### config.mk
export PLATFORM = sky130hd
export DESIGN_NAME = fetch_redirect_ctrl_flat
export DESIGN_NICKNAME = d
export VERILOG_FILES = /design/src/rtl/fetch_redirect_ctrl_if.sv /design/src/rtl/fetch_redirect_ctrl.sv /design/src/flat_wrapper.sv
export SDC_FILE = /design/constraint.sdc
export NUM_CORES = 1
export LEC_CHECK = 0
export CAP_MARGIN = 20
export CORE_MARGIN = 8
export CORE_UTILIZATION = 50
export CTS_CLUSTER_DIAMETER = 100
export DETAILED_ROUTE_END_ITERATION = 8
export PLACE_DENSITY = 0.89
export SETUP_SLACK_MARGIN = 0.15
export SLEW_MARGIN = 20
export SYNTH_ARGS = -nofsm -noshare
export SYNTH_HDL_FRONTEND = slang
export SYNTH_SLANG_ARGS = --single-unit
### constraint.sdc
create_clock -name clk -period 5.05 [get_ports clk]
set_clock_uncertainty 0.2 [all_clocks]
set_input_delay 1.2625 -clock clk [delete_from_list [all_inputs] [get_ports clk]]
set_output_delay 1.2625 -clock clk [all_outputs]
set_load 0.05 [all_outputs]
### src/rtl/fetch_redirect_ctrl_if.sv
// Fetch redirect bus: WB flush, ID branch and IF request signals
// grouped between the redirect controller and its surroundings.
interface fetch_redirect_ctrl_if #(
    parameter int CNT_W = 16
);
    logic             fs_allowin;
    logic             excp_flush;
    logic             eret_flush;
    logic [31:0]      cp0_epc;
    logic             br_valid;
    logic             br_resolved;
    logic             br_taken;
    logic [31:0]      br_target;
    logic             pc_req_valid;
    logic [31:0]      pc_req_addr;
    logic             fs_flush;
    logic [31:0]      fs_pc;
    logic [CNT_W-1:0] br_stall_cnt;

    modport master (
        input  fs_allowin, excp_flush, eret_flush, cp0_epc,
        input  br_valid, br_resolved, br_taken, br_target,
        output pc_req_valid, pc_req_addr, fs_flush, fs_pc,
        output br_stall_cnt
    );

    modport slave (
        output fs_allowin, excp_flush, eret_flush, cp0_epc,
        output br_valid, br_resolved, br_taken, br_target,
        input  pc_req_valid, pc_req_addr, fs_flush, fs_pc,
        input  br_stall_cnt
    );
endinterface

### src/rtl/fetch_redirect_ctrl.sv
// Next-PC sequencer for IF: owns the fetch PC, arbitrates flushes
// and branches, and parks redirects that cannot issue immediately.
module fetch_redirect_ctrl #(
    parameter logic [31:0] RESET_PC = 32'hbfc00000,
    parameter logic [31:0] EXCP_PC  = 32'hbfc00380,
    parameter int          CNT_W    = 16
) (
    input logic                 clk,
    input logic                 resetn,
    fetch_redirect_ctrl_if.master bus
);
    typedef enum logic [1:0] {
        BOOT  = 2'd0,
        RUN   = 2'd1,
        REDIR = 2'd2
    } state_e;

    state_e           state_q, state_d;
    logic [31:0]      fs_pc_q, fs_pc_d;
    logic [31:0]      pend_pc_q, pend_pc_d;
    logic [CNT_W-1:0] cnt_q, cnt_d;

    logic        flush, br_wait, br_tk, issue;
    logic        req_valid;
    logic [31:0] req_addr;

    assign flush   = bus.excp_flush | bus.eret_flush;
    assign br_wait = bus.br_valid & ~bus.br_resolved;
    assign br_tk   = bus.br_valid & bus.br_resolved & bus.br_taken;

    // Request is a function of state and flush/branch only, never fs_allowin
    always_comb begin
        req_valid = 1'b0;
        req_addr  = fs_pc_q + 32'd4;
        unique case (state_q)
            BOOT: ;
            RUN: begin
                req_valid = ~br_wait & ~flush;
                if (br_tk) req_addr = bus.br_target;
            end
            REDIR: begin
                req_valid = ~flush;
                req_addr  = pend_pc_q;
            end
            default: ;
        endcase
    end

    assign issue = req_valid & bus.fs_allowin;

    always_comb begin
        state_d   = state_q;
        fs_pc_d   = fs_pc_q;
        pend_pc_d = pend_pc_q;
        cnt_d     = cnt_q;
        if (issue) fs_pc_d = req_addr;
        if (bus.excp_flush) begin
            pend_pc_d = EXCP_PC;
            state_d   = REDIR;
        end else if (bus.eret_flush) begin
            pend_pc_d = bus.cp0_epc;
            state_d   = REDIR;
        end else begin
            unique case (state_q)
                BOOT: state_d = RUN;
                RUN: begin
                    // Park a taken target so a later ID change cannot lose it
                    if (br_tk && !bus.fs_allowin) begin
                        pend_pc_d = bus.br_target;
                        state_d   = REDIR;
                    end
                    if (br_wait && !(&cnt_q)) cnt_d = cnt_q + CNT_W'(1);
                end
                REDIR: if (bus.fs_allowin) state_d = RUN;
                default: state_d = BOOT;
            endcase
        end
    end

    always_ff @(posedge clk or negedge resetn) begin
        if (!resetn) begin
            state_q   <= BOOT;
            fs_pc_q   <= RESET_PC - 32'd4;
            pend_pc_q <= 32'd0;
            cnt_q     <= '0;
        end else begin
            state_q   <= state_d;
            fs_pc_q   <= fs_pc_d;
            pend_pc_q <= pend_pc_d;
            cnt_q     <= cnt_d;
        end
    end

    assign bus.pc_req_valid = req_valid & resetn;
    assign bus.pc_req_addr  = req_addr;
    assign bus.fs_flush     = flush & resetn;
    assign bus.fs_pc        = fs_pc_q;
    assign bus.br_stall_cnt = cnt_q;
endmodule

### src/flat_wrapper.sv
// flat-port wrapper written by rule: the top's interface ports become plain ports
module fetch_redirect_ctrl_flat 
#(
    parameter logic [31:0] RESET_PC = 32'hbfc00000,
    parameter logic [31:0] EXCP_PC  = 32'hbfc00380,
    parameter int          CNT_W    = 16
)
  (clk, resetn, bus_fs_allowin, bus_excp_flush, bus_eret_flush, bus_cp0_epc, bus_br_valid, bus_br_resolved, bus_br_taken, bus_br_target, bus_pc_req_valid, bus_pc_req_addr, bus_fs_flush, bus_fs_pc, bus_br_stall_cnt);
  fetch_redirect_ctrl_if #(.CNT_W(CNT_W)) bus_i ();
  input logic clk;
  input logic resetn;
  input wire logic [$bits(bus_i.fs_allowin)-1:0] bus_fs_allowin;
  input wire logic [$bits(bus_i.excp_flush)-1:0] bus_excp_flush;
  input wire logic [$bits(bus_i.eret_flush)-1:0] bus_eret_flush;
  input wire logic [$bits(bus_i.cp0_epc)-1:0] bus_cp0_epc;
  input wire logic [$bits(bus_i.br_valid)-1:0] bus_br_valid;
  input wire logic [$bits(bus_i.br_resolved)-1:0] bus_br_resolved;
  input wire logic [$bits(bus_i.br_taken)-1:0] bus_br_taken;
  input wire logic [$bits(bus_i.br_target)-1:0] bus_br_target;
  output wire logic [$bits(bus_i.pc_req_valid)-1:0] bus_pc_req_valid;
  output wire logic [$bits(bus_i.pc_req_addr)-1:0] bus_pc_req_addr;
  output wire logic [$bits(bus_i.fs_flush)-1:0] bus_fs_flush;
  output wire logic [$bits(bus_i.fs_pc)-1:0] bus_fs_pc;
  output wire logic [$bits(bus_i.br_stall_cnt)-1:0] bus_br_stall_cnt;
  assign bus_i.fs_allowin = bus_fs_allowin;
  assign bus_i.excp_flush = bus_excp_flush;
  assign bus_i.eret_flush = bus_eret_flush;
  assign bus_i.cp0_epc = bus_cp0_epc;
  assign bus_i.br_valid = bus_br_valid;
  assign bus_i.br_resolved = bus_br_resolved;
  assign bus_i.br_taken = bus_br_taken;
  assign bus_i.br_target = bus_br_target;
  assign bus_pc_req_valid = bus_i.pc_req_valid;
  assign bus_pc_req_addr = bus_i.pc_req_addr;
  assign bus_fs_flush = bus_i.fs_flush;
  assign bus_fs_pc = bus_i.fs_pc;
  assign bus_br_stall_cnt = bus_i.br_stall_cnt;
  fetch_redirect_ctrl #(.RESET_PC(RESET_PC), .EXCP_PC(EXCP_PC), .CNT_W(CNT_W)) u_core (.clk(clk), .resetn(resetn), .bus(bus_i));
endmodule
# Word level (Yosys, flattened, before mapping)
# Cells that the tools add are included.
# Widths: inputs -> output; s select.
# word_totals
ff_bits,82
elab_cells,46
out_inout_bits,82
# op_classes
addsub,2
mux,12
bitwise,13
eq_ne,4
reduce_logical,11
# op_table
op,n
$mux 32,5
$pmux 32 s2,1
$add 32x3->32 const B,1
$add 16x1->16 const B,1
$reduce_and 16->1,1
$mux 2,4
$and 1x1->1,7
$pmux 2 s3,1
$reduce_bool 3->1,2
$not 1->1,5
$ne 4x3->1 const B,1
$ne 4x4->1 const B,1
$reduce_and 2->1,2
$reduce_and 4->1,1
$eq 2x1->1 const B,1
$eq 2x2->1 const B,1
$logic_and 1x1->1,2
$logic_not 1->1,2
$logic_not 2->1,1
$pmux 1 s2,1
$or 1x1->1,1

# Logic depth before layout (Yosys ltp)
# depth
depth_word,7
ltp_mapped,10

# Worst setup path after synthesis
# Ideal clock, no wire load.
# synth_timing
path_kind,reg-to-output
startpoint,"register u_core.fs_pc_q[2], in the netlist u_core.bus.fs_pc[2]"
endpoint,output port bus_pc_req_addr[22]
path_stages_with_launch,9
required_time_ns,3.588
path_buffers,2
t_arrival_ns,2.916
setup_slack_ns,0.671
path_cell_list,dfstp_2 ha_1 and3_1 clkbuf_2 and4_1 buf_4 nand3_1 xor2_1 o21ai_0
# synth_between
elab_chain_cells,3
# synth_rtl
element,line,text
from (decl),fetch_redirect_ctrl.sv:19,"logic [31:0] fs_pc_q, fs_pc_d;"
from (signal assigned),fetch_redirect_ctrl.sv:83,fs_pc_q <= RESET_PC - 32'd4;
from (signal assigned),fetch_redirect_ctrl.sv:88,fs_pc_q <= fs_pc_d;
$add 32x3->32 *,fetch_redirect_ctrl.sv:34,req_addr = fs_pc_q + 32'd4;
$mux 32,fetch_redirect_ctrl.sv:39,if (br_tk) req_addr = bus.br_target;
$pmux 32 s2 *,fetch_redirect_ctrl.sv:35,unique case (state_q)
to (decl),flat_wrapper.sv:21,output wire logic [$bits(bus_i.pc_req_addr)-1:0] bus_pc_req_addr;
# Mark *: on every way between the ends. The rest lies on a longest branch, timed or not.

# Final worst setup path
# layout_timing
startpoint,input port bus_br_valid
endpoint,output port bus_pc_req_addr[18]
# layout_between
elab_chain_cells,4
# layout_rtl
element,line,text
from (decl),flat_wrapper.sv:16,input wire logic [$bits(bus_i.br_valid)-1:0] bus_br_valid;
$and 1x1->1 (2 in a row),fetch_redirect_ctrl.sv:29,assign br_tk = bus.br_valid & bus.br_resolved & bus.br_taken;
$mux 32,fetch_redirect_ctrl.sv:39,
$pmux 32 s2,fetch_redirect_ctrl.sv:35,
# Every way passes these cells.

==> metrics.log <==
[metrics] final hold slack: 0.282 ns
[metrics] sum of negative setup slack: 0 ns
[metrics] drt via density: 6.38
[metrics] GR Util All Layers: 26.1%
[metrics] count of nets after finishing: 838
[metrics] Remaining DRCs: 0
[metrics] Post-Synth Adder-Cell Area: 1.33%
[metrics] Iteration-0 DRC Markers: 658
[metrics] compound-cell area share of the yosys netlist: 25.9%
[metrics] clock latency reported for the late side of the worst-skew pair: 0.35 ns
[metrics] via count: 5773
[metrics] status: finished, final reports clean
[metrics] Post CTS Setup Buffer Count: 0
[metrics] Power Total: 3.15 mW
[metrics] critical path startpoint: bus_br_valid
[metrics] total overflow reported by the global router: 0
[metrics] initial standard-cell utilization of the core: 51.5%
[metrics] Period minus WS final: 4.80 ns
[metrics] cell leakage power: 2.96 nW
[metrics] routability congestion estimate: 0.931
[metrics] count of port buffers added during placement: 153
[metrics] final period utilization: 95.1%
[metrics] worst slack at placement: 0.333 ns
[metrics] Mean Syn Cell Area: 8.90 µm²
[metrics] number of distinct library cell variants in the gate-level netlist after synthesis: 62
[metrics] maximum clock frequency: 0.208 GHz
[metrics] flip-flop cell with the highest count after synthesis: sky130_fd_sc_hd__dfrtp_1
[metrics] top fanout value on the critical path: 9
[metrics] number of antenna diodes: 0
[metrics] MaxCap Viol Count: 0
[metrics] Setup CP Type: in -> out
[metrics] first-pass GRT wire length: 30600 µm
[metrics] sequence of cells on the critical path: clkdlybuf4s50_1 -> and4_1 -> and2_1 -> a22oi_1 -> a21oi_1 -> buf_12
[metrics] count of H-tree levels built during CTS: 3
[metrics] number of clock buffers inserted by TritonCTS: 9
[metrics] FF-to-FF Start: u_core.state_q[0]
[metrics] clock tree from TritonCTS: built
[metrics] unrepaired setup endpoints after global routing: no
[metrics] share of synthesized area occupied by flip-flops and latches: 37.1%
[metrics] die area: 14900 µm²
[metrics] area of the core: 10900 µm²
[metrics] Synth Area in XOR/XNOR: 6.69%
[metrics] most frequent cells in the layout: sky130_fd_sc_hd__clkdlybuf4s50_1, sky130_fd_sc_hd__nand2_1, sky130_fd_sc_hd__o21ai_0, sky130_fd_sc_hd__dfrtp_1, sky130_fd_sc_hd__xnor2_1
[metrics] total nets after synthesis: 711
[metrics] clk root buf: sky130_fd_sc_hd__clkbuf_16
[metrics] transition time at the pin with the least slew margin: 1.09 ns
[metrics] post-synthesis sequential element count: 82
[metrics] simple-gate share of the synthesized area: 19.6%
[metrics] total wire length: 19700 µm
[metrics] layout cell share with drive strength beyond 1: 14.9%
[metrics] Slew headroom: 27.6%
[metrics] combined area of all synthesized cells: 5630 µm²
[metrics] area after detailed placement: 7420 µm²
[metrics] number of slew-limit violations in the final report: 0
[metrics] final cell area excluding filler cells: 7680 µm²
[metrics] proportion of register bits with asynchronous set or reset after synthesis: 100%
[metrics] power density of the placed cells: 410 nW/µm²
[metrics] area added between synthesis and finish: 36.4%
[metrics] Final HPWL DP: 14500 µm
[metrics] total I/O pin count: 154
[metrics] Die Height: 122 µm
[metrics] IR Drop Worst-Case VDD: 0.000289 V
[metrics] combinational family with the most area after synthesis: compound AO/OA/AOI/OAI gates
[metrics] Hold Vio Cnt, Final: 0
[metrics] number of warnings reported in the yosys synthesis log: 0
[metrics] number of flops mapped to enable cells by yosys: 0
[metrics] clock transition time at the flip-flop clock pins of the worst setup and hold paths: 0.06 ns
[metrics] count of hold-fix buffers inserted at cts: 0
[metrics] end-of-flow core utilization: 70.2%
[metrics] Crit path arrival time: 3.34 ns
[metrics] commonest non-fill, non-tap cell in the layout: sky130_fd_sc_hd__clkdlybuf4s50_1
[metrics] path category of the worst min-delay check: reg -> reg
[metrics] maximum cell stage delay along the critical path: 0.60 ns
[metrics] post-CTS resize count: 0
[metrics] CTS Sinks: 82
[metrics] final setup violation count: 0
[metrics] worst-case setup margin in the final layout: 0.248 ns
[metrics] number of cells in the finished layout apart from fillers: 905
[metrics] multiplexer fraction of the synthesized cell area: 4.55%
[metrics] maximum clock insertion buffer count: 2
[metrics] number of global-route vias before repair: 5764
[metrics] endpoint required time on the critical path: 3.59 ns
[metrics] Post-Syn Instances: 633
[metrics] maximum number of pins on one net before global-route repair: 67
[metrics] Site Rows: 38
[metrics] Hold Startpoint: u_core.pend_pc_q[31]
[metrics] Critical Path Sink Type: primary output
[metrics] initial antenna violation count: 1
[metrics] Antenna Nets Post-Route: 0
[metrics] crit path launch type: primary input
[metrics] Slowest-stage cell, CP: sky130_fd_sc_hd__clkdlybuf4s50_1
[metrics] length of the first detailed-routing pass in iterations: 8
[metrics] number of placed instances with taps included: 889
[metrics] Die X-Extent: 122 µm
[metrics] final routed wire length divided by cell count: 21.8 µm
## layer usage
layer / vias up / part of all wire (%) / track usage (%) / wire, µm
met2: 344 / 49 / 42.7 / 9630
met1: 2741 / 38 / 31.8 / 7470
met5: - / 0.061 / 0 / 12
li1: 2628 / - / - / -
met3: 58 / 10 / 6.71 / 2000
met4: 2 / 2.9 / 11.5 / 577
## cell families (layout without fill, tap and decap cells)
logic type,count (synthesis),in the layout
AOI/OAI and AO/OA,207,207
xor gates and xnor gates,43,43
adders and majority gates,6,6
buffers and inverters,59,191
DFF,82,82
muxes,25,25
and+or+nand+nor,211,211
## critical path: cells and delay by family
family,cells,cell delay (ns)
compound gates,2,0.49
buf+inv,2,0.78
simple gates,2,0.81
## sequential cells by signal, indices dropped and copies added, names as in the netlist
signal / cells
u_core.bus.br_stall_cnt: 16
u_core.bus.fs_pc: 32
u_core.pend_pc_q: 32
u_core.state_q: 2
## cells in the mapped netlist, drive strengths merged, types with 7 or more instances
cell	instances	area share [%]
nand2	79	5.3
o21ai	62	5.5
dfrtp	54	24
xnor2	30	4.7
buf	29	2.8
dfstp	28	13
nor2	28	2.2
nand3	26	2.5
o31ai	24	3.2
a22o	21	3.3
clkbuf	20	1.4
mux2i	20	3.6
nand4	16	1.9
a21oi	15	1.3
a22oi	14	1.9
and3	14	1.6
nor2b	13	1.4
xor2	13	2.0
a211oi	12	1.6
inv	10	0.67
nor3	9	1.2
a31oi	8	0.89
and4	7	1.1
## final timing paths
check                                                   end  slack, ns  cells after the start
worst min-delay path                   u_core.pend_pc_q[31]       0.28                      2
worst max-delay path                    bus_pc_req_addr[18]       0.25                      6
min in group asynchronous       u_core.bus.br_stall_cnt[12]       0.57                      1
max in group asynchronous              u_core.pend_pc_q[17]       2.93                      2
worst max register to register          u_core.bus.fs_pc[8]       2.13                      7
worst min register to register         u_core.pend_pc_q[31]       0.28                      2
## power breakdown
part,switching (mW),total [mW],internal (mW),leakage [nW]
combinational,0.928,1.53,0.599,1.86
clock,0.267,0.597,0.330,0.130
sequential,0.194,1.03,0.833,0.972
## layout make-up
type	instances	area, µm²
fill	871	3260
timing repair buffer	165	1840
sequential	82	2090
tap	140	175
multi-input combinational	492	3280
clock inverter	4	20.0
inverter	10	37.5
clock buffer	12	236
No activity file was read; power rests on OpenSTA's default activity.
